[config.mk]
export PLATFORM = sky130hd
export DESIGN_NAME = imm_encoder
export DESIGN_NICKNAME = d
export VERILOG_FILES = /design/src/rtl/imm_encoder_pkg.sv /design/src/rtl/imm_rot_check.sv /design/src/rtl/imm_encoder.sv
export SDC_FILE = /design/constraint.sdc
export NUM_CORES = 1
export LEC_CHECK = 0
export ABC_AREA = 1
export BUFFER_PORTS_ARGS = -buffer_cell sky130_fd_sc_hd__buf_4
export CAP_MARGIN = 40
export CORE_MARGIN = 4
export CORE_UTILIZATION = 33
export DETAILED_ROUTE_END_ITERATION = 12
export HOLD_SLACK_MARGIN = 0.05
export PLACE_DENSITY_LB_ADDON = 0.2
export SLEW_MARGIN = 20
export SYNTH_ARGS = -nofsm -noshare
export SYNTH_HDL_FRONTEND = slang
export SYNTH_SLANG_ARGS = --single-unit
export TNS_END_PERCENT = 5
[constraint.sdc]
create_clock -name clk -period 2.35 [get_ports clk]
set_input_delay 0.47 -clock clk [delete_from_list [all_inputs] [get_ports clk]]
set_output_delay 0.47 -clock clk [all_outputs]
set_load 0.005 [all_outputs]
[src/rtl/imm_encoder_pkg.sv]
// Shared types and helpers for the immediate encoder: immediate classes, FSM states,
// and the rotate-left used by the data-processing search.
package imm_encoder_pkg;

  typedef enum logic [1:0] {
    IMM_DP  = 2'b00,
    IMM_MEM = 2'b01,
    IMM_BR  = 2'b10,
    IMM_RSV = 2'b11
  } imm_src_e;

  typedef enum logic [1:0] {
    IDLE,
    SEARCH,
    DONE
  } state_e;

  localparam logic [3:0] MAX_ROT = 4'd15;

  function automatic logic [31:0] rol32(input logic [31:0] v, input logic [4:0] sh);
    logic [63:0] t;
    t = {v, v} << sh;
    return t[63:32];
  endfunction

endpackage

[src/rtl/imm_rot_check.sv]
// Tests one rotation of the data-processing search: undoing the rotation must leave
// only the low eight bits populated for the value to be encodable at this rot.
module imm_rot_check
  import imm_encoder_pkg::*;
(
  input  logic [31:0] Value,
  input  logic [3:0]  rot,
  output logic [7:0]  imm8,
  output logic        match
);

  logic [31:0] w_rotated;

  assign w_rotated = rol32(Value, {rot, 1'b0});
  assign imm8      = w_rotated[7:0];
  assign match     = (w_rotated[31:8] == 24'd0);

endmodule

[src/rtl/imm_encoder.sv]
// Multi-cycle immediate encoder: finds the 24-bit instruction field that the extension
// path expands back to Value, or reports that no such field exists.
module imm_encoder
  import imm_encoder_pkg::*;
(
  input  logic        clk,
  input  logic        rst_n,
  input  logic        start,
  input  logic [31:0] Value,
  input  logic [1:0]  ImmSrc,
  output logic [23:0] Imm24,
  output logic        ok,
  output logic        done,
  output logic        busy
);

  state_e      r_state, w_state_next;
  logic [3:0]  r_rot, w_rot_next;
  logic [31:0] r_value, w_value_next;
  logic [23:0] r_imm24, w_imm24_next;
  logic        r_ok, w_ok_next;

  logic [7:0]  w_imm8;
  logic        w_match;
  logic        w_mem_ok;
  logic        w_br_ok;

  imm_rot_check u_rot_check (
    .Value (r_value),
    .rot   (r_rot),
    .imm8  (w_imm8),
    .match (w_match)
  );

  // MEM/BR are judged straight from the inputs in the accepting cycle.
  assign w_mem_ok = (Value[31:12] == 20'd0);
  assign w_br_ok  = (Value[1:0] == 2'b00) &&
                    ((Value[31:25] == 7'h00) || (Value[31:25] == 7'h7f));

  always_comb begin
    w_state_next = r_state;
    w_rot_next   = r_rot;
    w_value_next = r_value;
    w_imm24_next = r_imm24;
    w_ok_next    = r_ok;
    unique case (r_state)
      IDLE: begin
        if (start) begin
          w_value_next = Value;
          w_rot_next   = 4'd0;
          unique case (imm_src_e'(ImmSrc))
            IMM_DP: w_state_next = SEARCH;
            IMM_MEM: begin
              w_ok_next    = w_mem_ok;
              w_imm24_next = w_mem_ok ? {12'd0, Value[11:0]} : 24'd0;
              w_state_next = DONE;
            end
            IMM_BR: begin
              w_ok_next    = w_br_ok;
              w_imm24_next = w_br_ok ? Value[25:2] : 24'd0;
              w_state_next = DONE;
            end
            default: begin
              w_ok_next    = 1'b0;
              w_imm24_next = 24'd0;
              w_state_next = DONE;
            end
          endcase
        end
      end
      SEARCH: begin
        if (w_match) begin
          w_imm24_next = {12'd0, r_rot, w_imm8};
          w_ok_next    = 1'b1;
          w_state_next = DONE;
        end else if (r_rot == MAX_ROT) begin
          w_imm24_next = 24'd0;
          w_ok_next    = 1'b0;
          w_state_next = DONE;
        end else begin
          w_rot_next = r_rot + 4'd1;
        end
      end
      DONE:    w_state_next = IDLE;
      default: w_state_next = IDLE;
    endcase
  end

  always_ff @(posedge clk or negedge rst_n) begin
    if (!rst_n) begin
      r_state <= IDLE;
      r_rot   <= 4'd0;
      r_value <= 32'd0;
      r_imm24 <= 24'd0;
      r_ok    <= 1'b0;
    end else begin
      r_state <= w_state_next;
      r_rot   <= w_rot_next;
      r_value <= w_value_next;
      r_imm24 <= w_imm24_next;
      r_ok    <= w_ok_next;
    end
  end

  assign Imm24 = r_imm24;
  assign ok    = r_ok;
  assign done  = (r_state == DONE);
  assign busy  = (r_state == SEARCH);

endmodule

==> summary.txt, run 1 <==
Drt
  – DRC Markers: 0
  – Routed wl met2: 6970 um
  – Length of the first detailed-routing pass in iterations: 5
  – Via Count: 5,103
  – Met3 wire length: 879 um
  – DR WL/cell: 15.3 um
  – Wire length on met1: 7320 um
  – ANT nets after route: 0
  – Max layer used: met4
  – DRT iter0 DRCs: 377
  – Drt via density: 5.06
  – Total Wirelength: 15,400 um

Final layout
  – Area of the multi-input gates: 2800 sq um
  – Non-Filler Cell Area, Final: 5870 sq um
  – Register area: 1580 sq um
  – N_diodes: 0
  – Fill count: 1,556
  – Fraction of layout instances using a drive strength above 1: 16.9%
  – Final nets: 865
  – Area grow syn2layout: 22.0%

Setup path
  – Reg-to-reg startpoint: r_rot[0]
  – FF-to-FF End: Imm24[11]
  – CP Capture Type: flip-flop
  – Critical path class: reg2reg
  – CP Data Arrival Time: 2.51 ns
  – Worst Path Required: 2.63 ns
  – R2R setup slack: 0.11 ns
  – CP Launch Type: flip-flop
  – Crit-path max FO: 27
  – Reg2Reg Depth: 17

Floorplan
  – Core area: 14,100 sq um
  – Die ar.: 16,600 sq um
  – Width of the chip: 129 um
  – Row count: 43
  – Initial Util: 34.1%
  – Num ports: 64
  – Die Span Y: 129 um

Timing
  – Fin crit period: 2.24 ns
  – Setup Viol. Count Final: 0
  – Fin. Hold Viols: 0
  – RSZ-0062 raised after global routing: true
  – Slew of the pin with the lowest slew margin: 0.524 ns
  – Final Skew: 0.00622 ns
  – Period utilization: 95.2%
  – Final Max Tran Viols: 0
  – Relative slew slack: 65.1%
  – Fmax: 447 MHz
  – Setup ws final: 0.114 ns

Yosys
  – Simple-gate share of the synthesized area: 47.7%
  – Netlist cell types: 33
  – Synth warn: 0
  – #FFs+latches synth: 63
  – Largest family of logic cells by synthesized area: simple AND/OR/NAND/NOR gates
  – Post-Synthesis Cells: 775
  – Mapped cell area: 4810 sq um
  – Synth Area in Compound Gates: 8.09%
  – Avg Inst Size Synth: 6.20 sq um
  – Post-Synth Adder-Cell Area: 1.04%
  – Mux cell area share after synthesis: 0%
  – Syn nets: 816
  – Post-Synth XOR/XNOR Area: 0%
  – Sequential-to-total area share from yosys stat: 32.8%

Global route
  – First-pass GRT wire length: 25,700 um
  – All-Layer GR Usage: 19.4%
  – Initial antenna violation count: 0
  – Total gr overflow: 0
  – Number of global-route vias before repair: 4,908
  – Largest net degree at the start of global routing: 66

Clock network
  – Clk pin slew, worst setup/hold paths: 0.06 ns
  – Root Driver: clkbuf_16
  – CTS tree: built
  – Hold Buf Count CTS: 0
  – Num CTS Buffers: 9
  – Post-CTS setup buffers: 0
  – Htree depth: 3
  – Clock tree sinks: 63
  – Max Root-Sink Buffers: 2
  – Skew-Pair Late Insertion Delay: 0.33 ns

Placement
  – PortBufs: 63
  – RD Place Congestion: 0.949
  – Pre-CTS WS: -0.0853 ns
  – Final HPWL from detailed placement: 11,800 um
  – Post-Place Cell Area: 5460 sq um

Outcome
  – Run status: completed

Min path
  – Tightest Hold Check Type: in2async

Job
  – Maxcap violations: 0

Pwr
  – VDD IR max: 0.436 mV
  – P per Cell Area: 1080 nW/um^2
  – Overall Power: 6340 uW
  – Static leakage: 0.00313 uW
==> flip-flops by register name (all words and copies together), names as in the netlist <==
signal	flops
r_value	32
Imm24	24
r_rot	4
r_state	2
ok	1
==> cells by family (layout without fill, tap and decap cells) <==
logic type | Yosys count | count (layout)
and+or+nand+nor | 532 | 532
buffers and inverters | 108 | 162
AOI/OAI and AO/OA | 68 | 68
adders and majority gates | 4 | 4
DFF | 63 | 63
==> worst max-delay path, cell delays in order, from the launching register on <==
cell	delay, ns
dfrtp_2	0.46
buf_12	0.18
nand2_1	0.08
nand3_1	0.10
nand2_2	0.10
nand2_1	0.06
nand2_2	0.12
inv_1	0.05
nor2_1	0.13
nand2_1	0.07
nand2_1	0.05
nand2_1	0.08
nor2_4	0.16
buf_4	0.16
nand4_1	0.15
nand2_1	0.11
nand2_1	0.05
nand2_1	0.05
==> placed cells by master (no fill, tap or decap), types with 3 or more instances in the layout <==
cell	instances
nand4_1	18
nand2_2	17
nand2_1	288
nand3_1	141
dfrtp_1	61
o21ai_1	4
nor4_1	3
o31ai_1	12
ha_1	4
o21ai_0	43
buf_12	4
a21oi_1	5
buf_4	79
nor2_1	48
inv_2	5
clkbuf_16	9
inv_1	53
nand3_2	4
==> metrics by stage <==
stage	util, %	TNS, ns	hold slack [ns]	std cells
after floorplan	-	0	0.174	775
after global placement	38.8	-0.173	0.466	993
after detailed placement	38.8	-0.250	0.466	993
after CTS	41.1	0	0.117	1009
after global routing	41.6	-0.586	0.132	1009
final	41.6	0	0.105	1009
==> worst max-delay path by stage <==
stage	start	endpoint	slack (ns)	depth (start not counted)
final	r_rot[0]	Imm24[11]	0.11	17
after global placement	r_rot[1]	r_rot[1]	-0.05	14
after global routing	r_rot[1]	Imm24[2]	-0.07	14
after CTS	r_rot[0]	r_rot[3]	0.05	15
after detailed placement	r_rot[1]	r_rot[3]	-0.09	14
after floorplan	r_rot[0]	Imm24[22]	0.39	16
==> synthesized netlist by cell type, drive strengths merged <==
| master | instances | area share, % |
|---|---|---|
| nor4 | 3 | 0.39 |
| clkinv | 1 | 0.078 |
| nand2 | 306 | 24 |
| buf | 24 | 3.6 |
| a21oi | 6 | 0.86 |
| clkbuf | 23 | 1.8 |
| inv | 60 | 4.8 |
| nand3 | 147 | 16 |
| o22ai | 1 | 0.13 |
| or2 | 2 | 0.26 |
| nor3 | 2 | 0.21 |
| o31ai | 12 | 1.9 |
| nand3b | 1 | 0.16 |
| nor2 | 51 | 4.0 |
| a21o | 1 | 0.16 |
| nand4 | 18 | 2.3 |
| and2 | 2 | 0.26 |
| ha | 4 | 1.0 |
| dfrtp | 63 | 33 |
| o21ai | 48 | 5.1 |
==> per-layer routing <==
metal | track usage (%) | up-vias
met5 | 0 | -
met4 | 4.82 | 0
met3 | 3.20 | 20
met2 | 30.5 | 142
met1 | 27.8 | 2324
li1 | - | 2617
==> layout make-up <==
type	instances	area share (%)
Clock buffer	11	4.14
Multi-Input combinational cell	604	47.7
Timing Repair Buffer	85	11.9
Tap cell	180	3.84
Inverter	61	4.16
Clock inverter	5	1.39
Sequential cell	63	26.9
==> what timing repair did <==
action                     CTS  global route
pin swaps                    0             4
resized for setup            4            21
setup endpoints to repair    4            29
==> report_power, final <==
group | switching [uW] | internal [uW]
clock network | 502 | 957
registers | 307 | 1380
logic | 2120 | 1070
total | 2930 | 3410
Power figures use the tool's default switching activity.
==> run 2: changes to the inputs <==
--- a/config.mk
+++ b/config.mk
@@ -13,6 +13,7 @@
 export DETAILED_ROUTE_END_ITERATION = 12
 export HOLD_SLACK_MARGIN = 0.05
 export PLACE_DENSITY_LB_ADDON = 0.2
+export REMOVE_ABC_BUFFERS = 1
 export SLEW_MARGIN = 20
 export SYNTH_ARGS = -nofsm -noshare
 export SYNTH_HDL_FRONTEND = slang
==> run 2 against run 1 <==
Against the previous run: first-iteration DRC count down 3.7%; fmax up 0.84%; clock skew up 0.00096 ns; critical endpoint is now Imm24[23]; largest cell class unchanged; largest power group unchanged; highest routed layer unchanged.
==> summary.txt, run 2 (synthesis gave the netlist of run 1 again) <==
Drt
  – DR WL/cell: 15.8 um
  – Total Wirelength: 16,000 um
  – ANT nets after route: 0
  – Length of the first detailed-routing pass in iterations: 5
  – DRC Markers: 0
  – DRT iter0 DRCs: 363
  – Drt via density: 5.06
  – Via Count: 5,124

Clock network
  – Clock tree sinks: 63
  – CTS tree: built
  – Root Driver: clkbuf_16
  – Clk pin slew, worst setup/hold paths: 0.06 ns
  – Htree depth: 3
  – Post-CTS setup buffers: 0
  – Skew-Pair Late Insertion Delay: 0.34 ns
  – Num CTS Buffers: 9
  – Max Root-Sink Buffers: 2

Setup path
  – Crit-path max FO: 25
  – CP cell instances: buf_12 > nand2_1 > nand3_1 > nand2_1 > nand2_1 > nor2_1 > nor2_1 > nor2_1 > nand2_1 > nand2_2 > nand3_4 > nand2_1 > nand2_2 > buf_12 > nand2_1 > nand2_1
  – Most frequent CP cell: nand2_1
  – Max stage delay on crit path: 0.47 ns
  – Worst Path Required: 2.58 ns
  – CP Data Arrival Time: 2.45 ns
  – CP max stage cell: dfrtp_2
  – Critical path class: reg2reg
  – CP Launch Type: flip-flop
  – CP Capture Type: flip-flop

Pwr
  – P per Cell Area: 1070 nW/um^2
  – VDD IR max: 0.432 mV
  – Static leakage: 0.00312 uW

Timing
  – WHS: 0.0515 ns
  – Fin crit period: 2.22 ns
  – Final Max Tran Viols: 0
  – Sum Neg Setup Slack: 0 ns
  – Setup Viol. Count Final: 0
  – Final Skew: 0.00719 ns
  – Period utilization: 94.4%
  – Slew of the pin with the lowest slew margin: 0.590 ns
  – RSZ-0062 raised after global routing: true
  – Fmax: 451 MHz
  – Relative slew slack: 60.6%
  – Fin. Hold Viols: 0

Final layout
  – Fill count: 1,572
  – Area grow syn2layout: 21.9%
  – Leading cell types in the layout, fill and taps excluded: nand2_1 (294), nand3_1 (143), buf_4 (79), dfrtp_1 (61), inv_1 (53)
  – Most common cell after layout, fill and taps aside: nand2_1
  – Register area: 1580 sq um
  – Area of the multi-input gates: 2760 sq um
  – Fraction of layout instances using a drive strength above 1: 16.1%
  – Final nets: 868
  – Largest register by flop count: r_value
  – Max reg flops: 32
  – N_diodes: 0

Job
  – Maxcap violations: 0

Floorplan
  – Core area: 14,100 sq um
  – Width of the chip: 129 um
  – Row count: 43
  – Initial Util: 34.1%
  – Num ports: 64
  – Die ar.: 16,600 sq um
  – Die Span Y: 129 um

Placement
  – PortBufs: 63
  – Final HPWL from detailed placement: 11,800 um
  – RD Place Congestion: 0.921

Global route
  – Initial antenna violation count: 0
  – Number of global-route vias before repair: 4,961
  – Total gr overflow: 0
  – All-Layer GR Usage: 20.0%
  – First-pass GRT wire length: 26,600 um
  – Largest net degree at the start of global routing: 47

Min path
  – Tightest Hold Check Type: in2async

Outcome
  – Run status: completed
## run 2: cell types whose count changed in the layout (fill, tap and decap cells not counted), sizes merged
cell,previous run,this run
clkbuf,11,10
clkinvlp,1,3
buf,85,88
bufinv,2,1
## run 2: report_power, final
part	internal, uW	total, uW	leakage [uW]	switching (uW)
sequential	1380	1690	0.000823	313
combinational	1080	3200	0.00217	2120
clock	827	1380	0.000135	549
total	3280	6260	0.00312	2980
## run 2: final timing paths
check	cells past startpoint	endpoint	from	slack (ns)
max	16	Imm24[23]	r_rot[0]	0.13
min	1	r_state[0]	rst_n	0.05
max reg2reg	16	Imm24[23]	r_rot[0]	0.13
min reg2reg	2	Imm24[3]	Imm24[3]	0.48
max in group asynchronous	2	r_value[20]	rst_n	1.75
min in group clk	3	r_value[18]	Value[18]	0.42
## run 2: what timing repair did
action / 4_1_cts / 5_1_grt
hold buffers: 0 / 0
setup endpoints to repair: 0 / 29
gates resized for setup: 0 / 11
## run 2: metrics by stage
| stage | util [%] | total power (uW) | cells | setup slack (ns) | cell area (sq um) |
|---|---|---|---|---|---|
| floorplan | - | 3660 | 728 | -0.354 | 4550 |
| global placement | 39.1 | 4850 | 995 | 0.00609 | 5510 |
| detailed placement | 39.2 | 4830 | 996 | 0.0370 | 5530 |
| CTS | 41.3 | 6240 | 1012 | 0.0144 | 5820 |
| global route | 41.6 | 6820 | 1012 | -0.0514 | 5860 |
| finish | 41.6 | 6260 | 1012 | 0.133 | 5860 |
## run 2: layout make-up
cell class	instances	share of cell area, %
Inverter	61	4.12
Timing Repair Buffer	88	12.9
Tap cell	180	3.84
Clock inverter	6	1.20
Multi-Input combinational cell	604	47.1
Clock buffer	10	3.91
Sequential cell	63	26.9
## run 2: routing by layer
metal	vias up	global-route usage [%]	share of wire [%]
met3	17	2.99	5.1
met2	144	31.4	46
met4	0	4.69	1.2
met1	2350	29.0	47
li1	2613	-	-
met5	-	0	0
## run 2: critical path: cells and delay by family, from the launching register on
family                 cells  cell delay, ns
and+or+nand+nor           14            1.28
DFF                        1            0.47
buffers and inverters      2            0.34
